==> config.mk <==
export PLATFORM = sky130hd
export DESIGN_NAME = imem_dmem_arbiter
export DESIGN_NICKNAME = d
export VERILOG_FILES = /design/src/rtl/imem_dmem_arbiter.sv
export SDC_FILE = /design/constraint.sdc
export NUM_CORES = 1
export LEC_CHECK = 0
export ABC_AREA = 1
export CORE_MARGIN = 2
export CORE_UTILIZATION = 23
export CTS_CLUSTER_SIZE = 20
export DETAILED_ROUTE_END_ITERATION = 10
export DONT_BUFFER_PORTS = 1
export PLACE_DENSITY = 0.35
export SYNTH_ARGS = -nofsm -noshare
export SYNTH_HDL_FRONTEND = slang
export SYNTH_SLANG_ARGS = --single-unit
==> constraint.sdc <==
create_clock -name clock -period 2.2 [get_ports clock]
set_input_delay 0.44 -clock clock [delete_from_list [all_inputs] [get_ports clock]]
set_output_delay 0.44 -clock clock [all_outputs]
set_load 0.005 [all_outputs]
==> src/rtl/imem_dmem_arbiter.sv <==
// -----------------------------------------------------------------------------
// imem_dmem_arbiter
//
// Shares one single-port synchronous memory between the instruction-fetch
// requester (if_*) and the load/store requester (d_*). One access is in flight
// at a time: IDLE samples the requests and latches the winner, ACCESS drives
// the memory port for one cycle with a grant pulse, and WAIT covers the memory
// latency before read data is returned with a one-cycle valid pulse.
// Data accesses win ties unless fetch has been passed over STARVE_MAX times.
//
// Ports:
//   clock, reset              clock, asynchronous active-low reset
//   if_req/if_addr            fetch request (level) and address
//   if_gnt/if_rvalid/if_rdata fetch grant pulse, read-valid pulse, read data
//   d_req/d_we/d_addr/d_wdata data request (level), write enable, addr, data
//   d_gnt/d_rvalid/d_rdata    data grant pulse, read-valid pulse, read data
//   mem_en/mem_we/mem_addr/mem_wdata/mem_rdata  shared memory port
//   busy                      high whenever an access is in flight
// All outputs are registered.
// -----------------------------------------------------------------------------
module imem_dmem_arbiter #(
    parameter int ADDR_W     = 12,
    parameter int DATA_W     = 32,
    parameter int MEM_LAT    = 1,   // legal range 1..4
    parameter int STARVE_MAX = 3
) (
    input  logic              clock,
    input  logic              reset,
    input  logic              if_req,
    input  logic [ADDR_W-1:0] if_addr,
    output logic              if_gnt,
    output logic              if_rvalid,
    output logic [DATA_W-1:0] if_rdata,
    input  logic              d_req,
    input  logic              d_we,
    input  logic [ADDR_W-1:0] d_addr,
    input  logic [DATA_W-1:0] d_wdata,
    output logic              d_gnt,
    output logic              d_rvalid,
    output logic [DATA_W-1:0] d_rdata,
    output logic              mem_en,
    output logic              mem_we,
    output logic [ADDR_W-1:0] mem_addr,
    output logic [DATA_W-1:0] mem_wdata,
    input  logic [DATA_W-1:0] mem_rdata,
    output logic              busy
);

    localparam int             SW         = (STARVE_MAX < 1) ? 1 : $clog2(STARVE_MAX + 1);
    localparam logic [SW-1:0]  STARVE_TOP = SW'(STARVE_MAX);
    localparam logic [2:0]     LAT_INIT   = 3'(MEM_LAT);

    typedef enum logic [1:0] {
        S_IDLE,
        S_ACCESS,
        S_WAIT
    } state_e;

    state_e            state_q,     state_d;
    logic [2:0]        lat_q,       lat_d;
    logic [SW-1:0]     starve_q,    starve_d;
    logic              sel_d_q,     sel_d_d;     // 1: D port owns the access
    logic              we_q,        we_d;
    logic              if_gnt_q,    if_gnt_d;
    logic              d_gnt_q,     d_gnt_d;
    logic              if_rvalid_q, if_rvalid_d;
    logic              d_rvalid_q,  d_rvalid_d;
    logic [DATA_W-1:0] if_rdata_q,  if_rdata_d;
    logic [DATA_W-1:0] d_rdata_q,   d_rdata_d;
    logic              mem_en_q,    mem_en_d;
    logic              mem_we_q,    mem_we_d;
    logic [ADDR_W-1:0] mem_addr_q,  mem_addr_d;
    logic [DATA_W-1:0] mem_wdata_q, mem_wdata_d;
    logic              busy_q,      busy_d;
    logic              d_wins;

    // Outputs are registered, so the next-state logic also computes the
    // output values for the state being entered. mem_addr_q/mem_wdata_q double
    // as the latched request address and write data.
    always_comb begin
        // NOTE: every signal gets a default first so no path leaves one
        // unassigned, which would otherwise infer a latch.
        state_d     = state_q;
        lat_d       = lat_q;
        starve_d    = starve_q;
        sel_d_d     = sel_d_q;
        we_d        = we_q;
        if_gnt_d    = 1'b0;
        d_gnt_d     = 1'b0;
        if_rvalid_d = 1'b0;
        d_rvalid_d  = 1'b0;
        if_rdata_d  = if_rdata_q;
        d_rdata_d   = d_rdata_q;
        mem_en_d    = 1'b0;
        mem_we_d    = 1'b0;
        mem_addr_d  = mem_addr_q;
        mem_wdata_d = mem_wdata_q;
        // Fetch is forced once it has been passed over STARVE_MAX times.
        d_wins      = d_req && !(if_req && (starve_q == STARVE_TOP));

        unique case (state_q)
            S_IDLE: begin
                if (!if_req) begin
                    starve_d = '0;
                end
                if (if_req || d_req) begin
                    state_d     = S_ACCESS;
                    sel_d_d     = d_wins;
                    we_d        = d_wins && d_we;
                    if_gnt_d    = !d_wins;
                    d_gnt_d     = d_wins;
                    mem_en_d    = 1'b1;
                    mem_we_d    = d_wins && d_we;
                    mem_addr_d  = d_wins ? d_addr  : if_addr;
                    mem_wdata_d = d_wins ? d_wdata : '0;
                    if (!d_wins) begin
                        starve_d = '0;
                    end else if (if_req && (starve_q != STARVE_TOP)) begin
                        starve_d = starve_q + 1'b1;
                    end
                end
            end
            S_ACCESS: begin
                state_d = S_WAIT;
                lat_d   = LAT_INIT;
            end
            S_WAIT: begin
                if (lat_q <= 3'd1) begin
                    // Last latency cycle: mem_rdata is valid now.
                    state_d = S_IDLE;
                    lat_d   = '0;
                    if (!we_q) begin
                        if (sel_d_q) begin
                            d_rdata_d  = mem_rdata;
                            d_rvalid_d = 1'b1;
                        end else begin
                            if_rdata_d  = mem_rdata;
                            if_rvalid_d = 1'b1;
                        end
                    end
                end else begin
                    lat_d = lat_q - 3'd1;
                end
            end
            default: begin
                state_d = S_IDLE;
            end
        endcase

        busy_d = (state_d != S_IDLE);
    end

    // NOTE: sequential state uses non-blocking assignments so every register
    // samples the pre-edge values regardless of statement order.
    always_ff @(posedge clock or negedge reset) begin
        if (!reset) begin
            state_q     <= S_IDLE;
            lat_q       <= '0;
            starve_q    <= '0;
            sel_d_q     <= 1'b0;
            we_q        <= 1'b0;
            if_gnt_q    <= 1'b0;
            d_gnt_q     <= 1'b0;
            if_rvalid_q <= 1'b0;
            d_rvalid_q  <= 1'b0;
            if_rdata_q  <= '0;
            d_rdata_q   <= '0;
            mem_en_q    <= 1'b0;
            mem_we_q    <= 1'b0;
            mem_addr_q  <= '0;
            mem_wdata_q <= '0;
            busy_q      <= 1'b0;
        end else begin
            state_q     <= state_d;
            lat_q       <= lat_d;
            starve_q    <= starve_d;
            sel_d_q     <= sel_d_d;
            we_q        <= we_d;
            if_gnt_q    <= if_gnt_d;
            d_gnt_q     <= d_gnt_d;
            if_rvalid_q <= if_rvalid_d;
            d_rvalid_q  <= d_rvalid_d;
            if_rdata_q  <= if_rdata_d;
            d_rdata_q   <= d_rdata_d;
            mem_en_q    <= mem_en_d;
            mem_we_q    <= mem_we_d;
            mem_addr_q  <= mem_addr_d;
            mem_wdata_q <= mem_wdata_d;
            busy_q      <= busy_d;
        end
    end

    assign if_gnt    = if_gnt_q;
    assign d_gnt     = d_gnt_q;
    assign if_rvalid = if_rvalid_q;
    assign d_rvalid  = d_rvalid_q;
    assign if_rdata  = if_rdata_q;
    assign d_rdata   = d_rdata_q;
    assign mem_en    = mem_en_q;
    assign mem_we    = mem_we_q;
    assign mem_addr  = mem_addr_q;
    assign mem_wdata = mem_wdata_q;
    assign busy      = busy_q;

endmodule
# Word level (Yosys, flattened, before mapping)

Cells that the tools add are included.

Add/subtract/negate cells: 2
Multipliers: 0
Divide/modulo/power cells: 0
Magnitude comparators: 1
Equality and inequality tests: 4
Shifts and indexed selects: 0
Muxes and demuxes: 27
Bitwise logic cells: 2
Reductions and logical operators: 13

Operator list:

| kind                  | count |
|---|---|
| $mux W32              | 1 |
| $mux W1               | 16 |
| $mux W12              | 1 |
| $mux W2               | 6 |
| $reduce_and A4 Y1     | 2 |
| $pmux W2 S3           | 1 |
| $pmux W3 S2           | 1 |
| $eq A2 B2 Y1 const B  | 2 |
| $logic_and A1 B1 Y1   | 4 |
| $reduce_bool A2 Y1    | 2 |
| $le A3 B1 Y1 const B  | 1 |
| $mux W3               | 1 |
| $sub A3 B1 Y3 const B | 1 |
| $add A2 B1 Y2 const B | 1 |
| $eq A2 B1 Y1 const B  | 1 |
| $logic_not A1 Y1      | 2 |
| $logic_not A2 Y1      | 1 |
| $ne A2 B2 Y1 const B  | 1 |
| $not A1 Y1            | 2 |
| $reduce_and A2 Y1     | 1 |
| $logic_or A1 B1 Y1    | 1 |

Flip-flop bits (word level): 124
Latch bits: 0
RAM bits: 0
Memory bits (read-only): 0
Input bits: 93
Logic and storage cells: 65
Memories: 0

# Logic depth before layout (Yosys ltp)

Gate-level depths: netlist of run 1.

Depth in word-level cells: 7
Depth in mapped cells: 9
Gate-level depth less buffers: 8

# Worst setup path after synthesis of run 1

OpenSTA, ideal clock, no wires.

Path type: register -> register
Start point: register state_q[0]
End point: register mem_wdata_q[10] (netlist: mem_wdata[10])
Library setup time: 0.121 ns
Data arrival time: 1.337 ns
Data required time: 2.079 ns
Setup slack: 0.742 ns
Cell stages (with the launch flop): 9
Period minus slack after synthesis: 1.458 ns
Cell sequence: dfrtp_1 inv_1 ha_1 nand2_1 inv_1 nand2_1 inv_2 buf_6 a22o_1

Cells in the longest elaborated chain, start to end: 2

Ends and longest elaborated chain:

| item                        | line | RTL |
|---|---|---|
| start: declaration          | 59   | `state_e state_q, state_d;` |
| start signal: assignment    | 174  | `state_q <= state_d;` |
| $logic_not A2 Y1            | 101  | `unique case (state_q)` |
| $reduce_and A2 Y1 (no line) | -    |  |
| end signal: assignment      | 188  | `mem_wdata_q <= mem_wdata_d;` |
| end: declaration            | 73   | `logic [DATA_W-1:0] mem_wdata_q, mem_wdata_d;` |

Every way passes these cells.
A chain may end at the register's enable or synchronous reset.

# Worst setup path in the final report of run 1

Start point: register lat_q[1]
End point: register if_rdata_q[23] (netlist: if_rdata[23])

Cells in the longest elaborated chain, start to end: 2

Ends and longest elaborated chain:

| item                        | line | RTL |
|---|---|---|
| start: declaration          | 60   | `logic [2:0] lat_q, lat_d;` |
| start signal: assignment    | 175  | `lat_q <= lat_d;` |
| $le A3 B1 Y1                | 128  | `if (lat_q <= 3'd1) begin` |
| $reduce_and A4 Y1 (no line) | -    |  |
| end signal: assignment      | 183  | `if_rdata_q <= if_rdata_d;` |
| end: declaration            | 68   | `logic [DATA_W-1:0] if_rdata_q, if_rdata_d;` |

Every way passes these cells.

==> results of run 1 <==
-- cells by family after synthesis --
kind of cell | Yosys count | synth area share [%]
AOI/OAI and AO/OA | 105 | 14.0
xor gates and xnor gates | 1 | 0.179
adders and majority gates | 7 | 1.79
buffers and inverters | 74 | 8.39
DFF | 124 | 63.4
and+or+nand+nor | 144 | 12.2
-- flip-flops by register name, summed over array words and instances, names as in the netlist, 2 cells and up --
| register | count |
|---|---|
| mem_wdata | 32 |
| mem_addr | 12 |
| state_q | 2 |
| d_rdata | 32 |
| starve_q | 2 |
| if_rdata | 32 |
| lat_q | 3 |
-- power breakdown --
group	total (mW)	switching, mW	internal, mW
registers	4.38	0.980	3.40
logic	1.97	1.12	0.850
clock network	2.92	1.12	1.80
-- metrics by stage --
step,instance area [sq um],std cells
floorplan,4890,455
global placement,5130,715
detailed placement,5130,715
CTS,5740,747
global route,5740,747
finish,5740,747
-- final cells by class --
| type | count | share of cell area (%) |
|---|---|---|
| tap | 275 | 5.99 |
| inverter | 51 | 3.33 |
| clock buffer | 17 | 7.41 |
| clock inverter | 15 | 3.23 |
| multi-input combinational | 257 | 24.3 |
| timing repair buffer | 8 | 1.70 |
| sequential | 124 | 54.0 |
-- final timing paths --
kind | startpoint | endpoint | cells past startpoint
hold / removal | reset | d_rdata[9]$_DFFE_PN0P_ | 0
min in group clock | if_addr[10] | mem_addr[10]$_DFFE_PN0P_ | 2
setup / recovery | lat_q[1]$_DFFE_PN0P_ | if_rdata[23]$_DFFE_PN0P_ | 8
setup reg to reg | lat_q[1]$_DFFE_PN0P_ | if_rdata[23]$_DFFE_PN0P_ | 8
hold reg to reg | starve_q[0]$_DFFE_PN0P_ | starve_q[0]$_DFFE_PN0P_ | 1
max in group asynchronous | reset | mem_wdata[24]$_DFFE_PN0P_ | 0
-- metal layers --
metal	up-vias	routed length (um)
met2	175	5040
met1	1507	5200
met3	12	1420
li1	1500	-
met4	0	191
met5	-	0
-- critical path, cell delays in order (launching register included) --
cell and delay (ns):
dfrtp_1 0.39, inv_1 0.10, ha_1 0.17, nand2_1 0.08, nand2_2 0.14, nand4_4 0.39
buf_12 0.33, nand2_1 0.05, o21ai_0 0.07
-- synthesized netlist by cell type --
cell type / n
nand3_1: 17
a31oi_1: 1
o21bai_1: 1
o22ai_1: 1
a22o_1: 32
dfrtp_1: 124
ha_1: 7
buf_6: 17
nand4_2: 2
clkbuf_1: 2
xor2_1: 1
inv_1: 48
a21oi_4: 1
nor2_2: 1
o21ai_2: 6
nor2_1: 5
nand2_2: 1
o21ai_0: 21
nand2_1: 115
o21ai_1: 40
nand4_1: 2
nor2_4: 1
buf_2: 4
a21oi_1: 2
inv_2: 3
==> out/results.md, run 1 <==
| Parameter | This run | Unit |
|:---|:---|:---|
| Die X-Extent | 150 | um |
| Grt met1 use | 13.4 | % |
| # H-tree levels | 4 | - |
| Tightest Pin Transition | 0.496 | ns |
| Top-level I/O count | 208 | - |
| Antenna violations before repair | 0 | - |
| Max Slew Vio Count | 0 | - |
| YS warnings | 0 | - |
| Remaining global-route overflow | 0 | - |
| Category of the worst setup path capture point | register | - |
| Post-DP HPWL | 8.14 | mm |
| Die Area | 22,400 | sq um |
| Cell area after synthesis | 4890 | sq um |
| Final Power | 9.26 | mW |
| Fraction of layout instances using a drive strength above 1 | 11.7 | % |
| Number of distinct library cells after synthesis | 25 | - |
| Hold WS | -0.277 | ns |
| GR met2 Demand/Resource | 14.9 | % |
| Sequential area share after synthesis | 63.4 | % |
| Fmax | 537 | MHz |
| Average size of a mapped cell | 10.7 | sq um |
| Post-DR wirelength/cell | 15.9 | um |
| Vias after detailed routing | 3,194 | - |
| Areal power density over the cells | 1610 | nW/um^2 |
| Clock transition at the registers of the reported paths | 0.06 | ns |
| Worst setup path category | register to register | - |
| Number of flip-flops and latches in the synthesized netlist | 124 | - |
| Number of max-cap violations | 0 | - |
| Leakage power | 2.83 | nW |
| Routed Antenna Nets | 0 | - |
| Most common library cell in the layout ignoring fill and taps | dfrtp_1 | - |
| DRC | 0 | - |
| Number of vias per cell | 4.28 | - |
| Core box area | 21,000 | sq um |
| Crit path setup slack, layout | 0.337 | ns |
| Final critical-path required period | 1.86 | ns |
| Sinks on Clock Net | 124 | - |
| Post-cts repair resize count | 0 | - |
| Routability Congestion | 0.729 | - |
| Data arrival time of the worst path | 2.15 | ns |
| Total area of multi-input combinational cells | 1400 | sq um |
| Period Utilization, post-route | 84.7 | % |
| Die Y-Extent | 150 | um |
| Final cell utilization of the core | 27.4 | % |
| Slew margin rel. | 66.9 | % |
| Most frequent cells in the layout | 124 x dfrtp_1, 115 x nand2_1, 48 x inv_1 | - |
| Failing checks | hold timing | - |
| Max Buffers Root-to-Sink | 2 | - |
| GR met3 Demand/Resource | 5.46 | % |
| Library cell used as clock root buffer | clkbuf_16 | - |
| Final routed wirelength across all metal layers | 11.9 | mm |
| Number of optimization iterations in the first detailed-route pass | 4 | - |
| Final number of hold-violating endpoints | 124 | - |
| Worst ir drop on vdd | 0.469 | mV |
| Number of inserted diodes | 0 | - |
| Iter 0 DRT Violations | 106 | - |
| Setup total negative slack | 0 | ns |
| Worst clock skew | 0.00893 | ns |
| Number of standard cells after synthesis | 455 | - |
| Outcome | finished, violations left | - |
| First-pass GRT wire length | 17.9 | mm |
| Synthesized Nets | 555 | - |
| Layout fillers | 2,234 | - |
| Num CTS Buffers | 17 | - |
| Gr usage total | 10.6 | % |
| Number of cell rows | 53 | - |
| Sequential cell area in the final layout | 3100 | sq um |
| Place WS | 0.277 | ns |
| Number of buffers added on ports | 0 | - |
| Vias in the first global route | 3,289 | - |
| Class of the most critical hold timing path | input port to async pin | - |
| Worst endpoint required time | 2.49 | ns |
| Setup repair after global routing missed its margin | no | - |
| Clock tree from TritonCTS | done | - |
| Area share of the largest cell type after synthesis | 63.4 | % |
| Max Fanout on Critical Path | 30 | - |
| Final setup fails | 0 | - |
| Synth-to-layout area growth | 17.4 | % |
| Maximum number of pins on one net before global-route repair | 125 | - |
| Reg-to-reg setup timing slack | 0.34 | ns |
| Largest cells by area after synthesis | dfrtp_1 63%, nand2_1 8.8%, a22o_1 5.7% | - |
| Starting utilization of the core area | 23.3 | % |
| Kind of start point of the critical path | register | - |
| Setup Fix Bufs, Post-CTS | 0 | - |
| Worst skew pair latency | 0.41 | ns |
| Cell taking the most area after synthesis | dfrtp_1 | - |
| Count of nets after finishing | 559 | - |
| Global-route layer with the greatest usage | met2 | - |
Note: power is estimated with default switching activity, not from simulation.
==> run 2: changes to the inputs <==
Clock period 2.2 ns to 1.8 ns, I/O delays scaled along.
==> run 2 against run 1 <==
The run still ends with hold timing left. Critical path depth shrank 2. Core utilization grew 0.072 points. Wire length shrank 1.2%. Maximum frequency grew 14%. Clock power grew 16%. Critical endpoint is now d_rdata[28]$_DFFE_PN0P_. Largest cell class unchanged. Largest power group unchanged. Die area is the same. Setup slack lost 0.18 ns.
==> out/results.md, run 2 (synthesis results as in run 1) <==
| Parameter | This run | Unit |
|:---|:---|:---|
| Outcome | finished, violations left | - |
| Failing checks | hold timing | - |
| Final setup fails | 0 | - |
| Gr usage total | 10.3 | % |
| Origin of the critical flop-to-flop path | state_q[0]$_DFF_PN0_ | - |
| Fmax | 609 | MHz |
| Final number of hold-violating endpoints | 124 | - |
| Proportion of power drawn by the clock network | 30.3 | % |
| Final routed wirelength across all metal layers | 11.7 | mm |
| Kind of cell adding the most delay to the critical path | flip-flops | - |
| Worst path buffer plus inverter count | 2 | - |
| Share of total power in combinational logic | 22.1 | % |
| Hold WS | -0.347 | ns |
| Vias after detailed routing | 3,138 | - |
| Vias in the first global route | 3,278 | - |
| Final critical-path required period | 1.64 | ns |
| Final cell utilization of the core | 27.5 | % |
| Clock tree from TritonCTS | done | - |
| Max Buffers Root-to-Sink | 2 | - |
| Die Y-Extent | 150 | um |
| Worst skew pair latency | 0.40 | ns |
| Synth-to-layout area growth | 17.7 | % |
| Num CTS Buffers | 17 | - |
| Fraction of layout instances using a drive strength above 1 | 11.5 | % |
| Setup total negative slack | 0 | ns |
| First-pass GRT wire length | 17.5 | mm |
| Number of vias per cell | 4.21 | - |
| Most frequent cells in the layout | 124 x dfrtp_1, 115 x nand2_1, 48 x inv_1 | - |
| Cell area after placement | 5110 | sq um |
| Maximum number of pins on one net before global-route repair | 125 | - |
| Slowest cell on crit path | dfrtp_1 | - |
| Top-level I/O count | 208 | - |
| Max Fanout on Critical Path | 65 | - |
| Worst ir drop on vdd | 0.555 | mV |
| Tightest Pin Transition | 0.355 | ns |
| Iter 0 DRT Violations | 139 | - |
| Die Area | 22,400 | sq um |
| Core box area | 21,000 | sq um |
| Post-route standard cell area excluding fillers | 5760 | sq um |
| Period Utilization, post-route | 91.2 | % |
| Starting utilization of the core area | 23.3 | % |
| Post-DP HPWL | 7.54 | mm |
| Class of the most critical hold timing path | input port to async pin | - |
| NetSw | 3.83 | mW |
| Category of the worst setup path capture point | register | - |
| Number of inserted diodes | 0 | - |
| End of the worst register-to-register path | d_rdata[28]$_DFFE_PN0P_ | - |
| Leakage power | 2.81 | nW |
| Areal power density over the cells | 1950 | nW/um^2 |
| Internal power | 7.37 | mW |
| Library cell used as clock root buffer | clkbuf_16 | - |
| Clock transition at the registers of the reported paths | 0.06 | ns |
| Worst clock skew | 0.00645 | ns |
| Switching fraction of total power | 34.2 | % |
| Sinks on Clock Net | 124 | - |
| Max Slew Vio Count | 0 | - |
| Number of max-cap violations | 0 | - |
| Reg-to-reg setup timing slack | 0.16 | ns |
| Count of nets after finishing | 557 | - |
| Data arrival time of the worst path | 1.91 | ns |
| Worst endpoint required time | 2.07 | ns |
| Slew margin rel. | 76.4 | % |
| Number of optimization iterations in the first detailed-route pass | 4 | - |
| DRC | 0 | - |
| # H-tree levels | 4 | - |
| Setup repair after global routing missed its margin | yes | - |
| Antenna violations before repair | 0 | - |
| Worst setup path category | register to register | - |
| Number of cell rows | 53 | - |
| Cell count after placement | 711 | - |
| Part of the total power dissipated in sequential elements | 47.6 | % |
| Post-DR wirelength/cell | 15.7 | um |
| Routed Antenna Nets | 0 | - |
| Kind of start point of the critical path | register | - |
| Most common library cell in the layout ignoring fill and taps | dfrtp_1 | - |
| Reg2Reg Depth | 6 | - |
| Crit path cell chain | inv_1 -> ha_1 -> nand4_4 -> buf_12 -> nand2_1 -> o21ai_0 | - |
| Non-filler instance count after layout | 745 | - |
| Number of buffers added on ports | 0 | - |
| Die X-Extent | 150 | um |
| Remaining global-route overflow | 0 | - |
| Routability Congestion | 0.696 | - |
| Worst stage delay on the critical path | 0.42 | ns |
[run 2: worst max-delay path by stage]
stage / from / end / slack, ns / cells after the start
after floorplan: state_q[0]$_DFF_PN0_ / mem_wdata[10]$_DFFE_PN0P_ / 0.34 / 8
after global placement: state_q[0]$_DFF_PN0_ / mem_addr[8]$_DFFE_PN0P_ / 0.19 / 8
after detailed placement: state_q[0]$_DFF_PN0_ / mem_addr[6]$_DFFE_PN0P_ / 0.11 / 8
after CTS: state_q[0]$_DFF_PN0_ / mem_addr[8]$_DFFE_PN0P_ / 0.11 / 8
after global routing: state_q[0]$_DFF_PN0_ / mem_addr[11]$_DFFE_PN0P_ / -0.02 / 9
final: state_q[0]$_DFF_PN0_ / d_rdata[28]$_DFFE_PN0P_ / 0.16 / 6
[run 2: what timing repair did]
item | in CTS | in global routing
gates resized for setup | 0 | 1
endpoints found under the hold margin | 124 | 124
setup endpoints to repair | 0 | 44
buffers inserted | 0 | 1
[run 2: cell type report]
type	instances	area, sq um
Clock buffer	19	453
Clock inverter	13	143
Fill cell	2228	15200
Inverter	51	191
Multi-Input combinational cell	257	1400
Sequential cell	124	3100
Tap cell	275	344
Timing Repair Buffer	6	125
[run 2: metal layers]
| layer | vias up | global-route usage [%] | share of wire (%) |
|---|---|---|---|
| met5 | - | 0 | 0 |
| met4 | 0 | 3.96 | 1.2 |
| met3 | 9 | 5.91 | 12 |
| met2 | 167 | 15.0 | 43 |
| met1 | 1478 | 12.6 | 44 |
| li1 | 1484 | - | - |
[run 2: stage by stage]
step	total power, mW	setup WS [ns]
floorplan	7.09	0.342
global placement	7.80	0.188
detailed placement	7.85	0.114
CTS	11.3	0.106
global route	12.1	-0.0206
finish	11.2	0.159
[run 2: power groups by stage]
stage               clock (mW)  combinational [mW]  sequential, mW
CTS                       3.53                2.44            5.38
detailed placement           0                2.48            5.38
global route              3.66                2.89            5.52
floorplan                    0                2.12            4.97
global placement             0                2.37            5.43
finish                    3.40                2.48            5.33
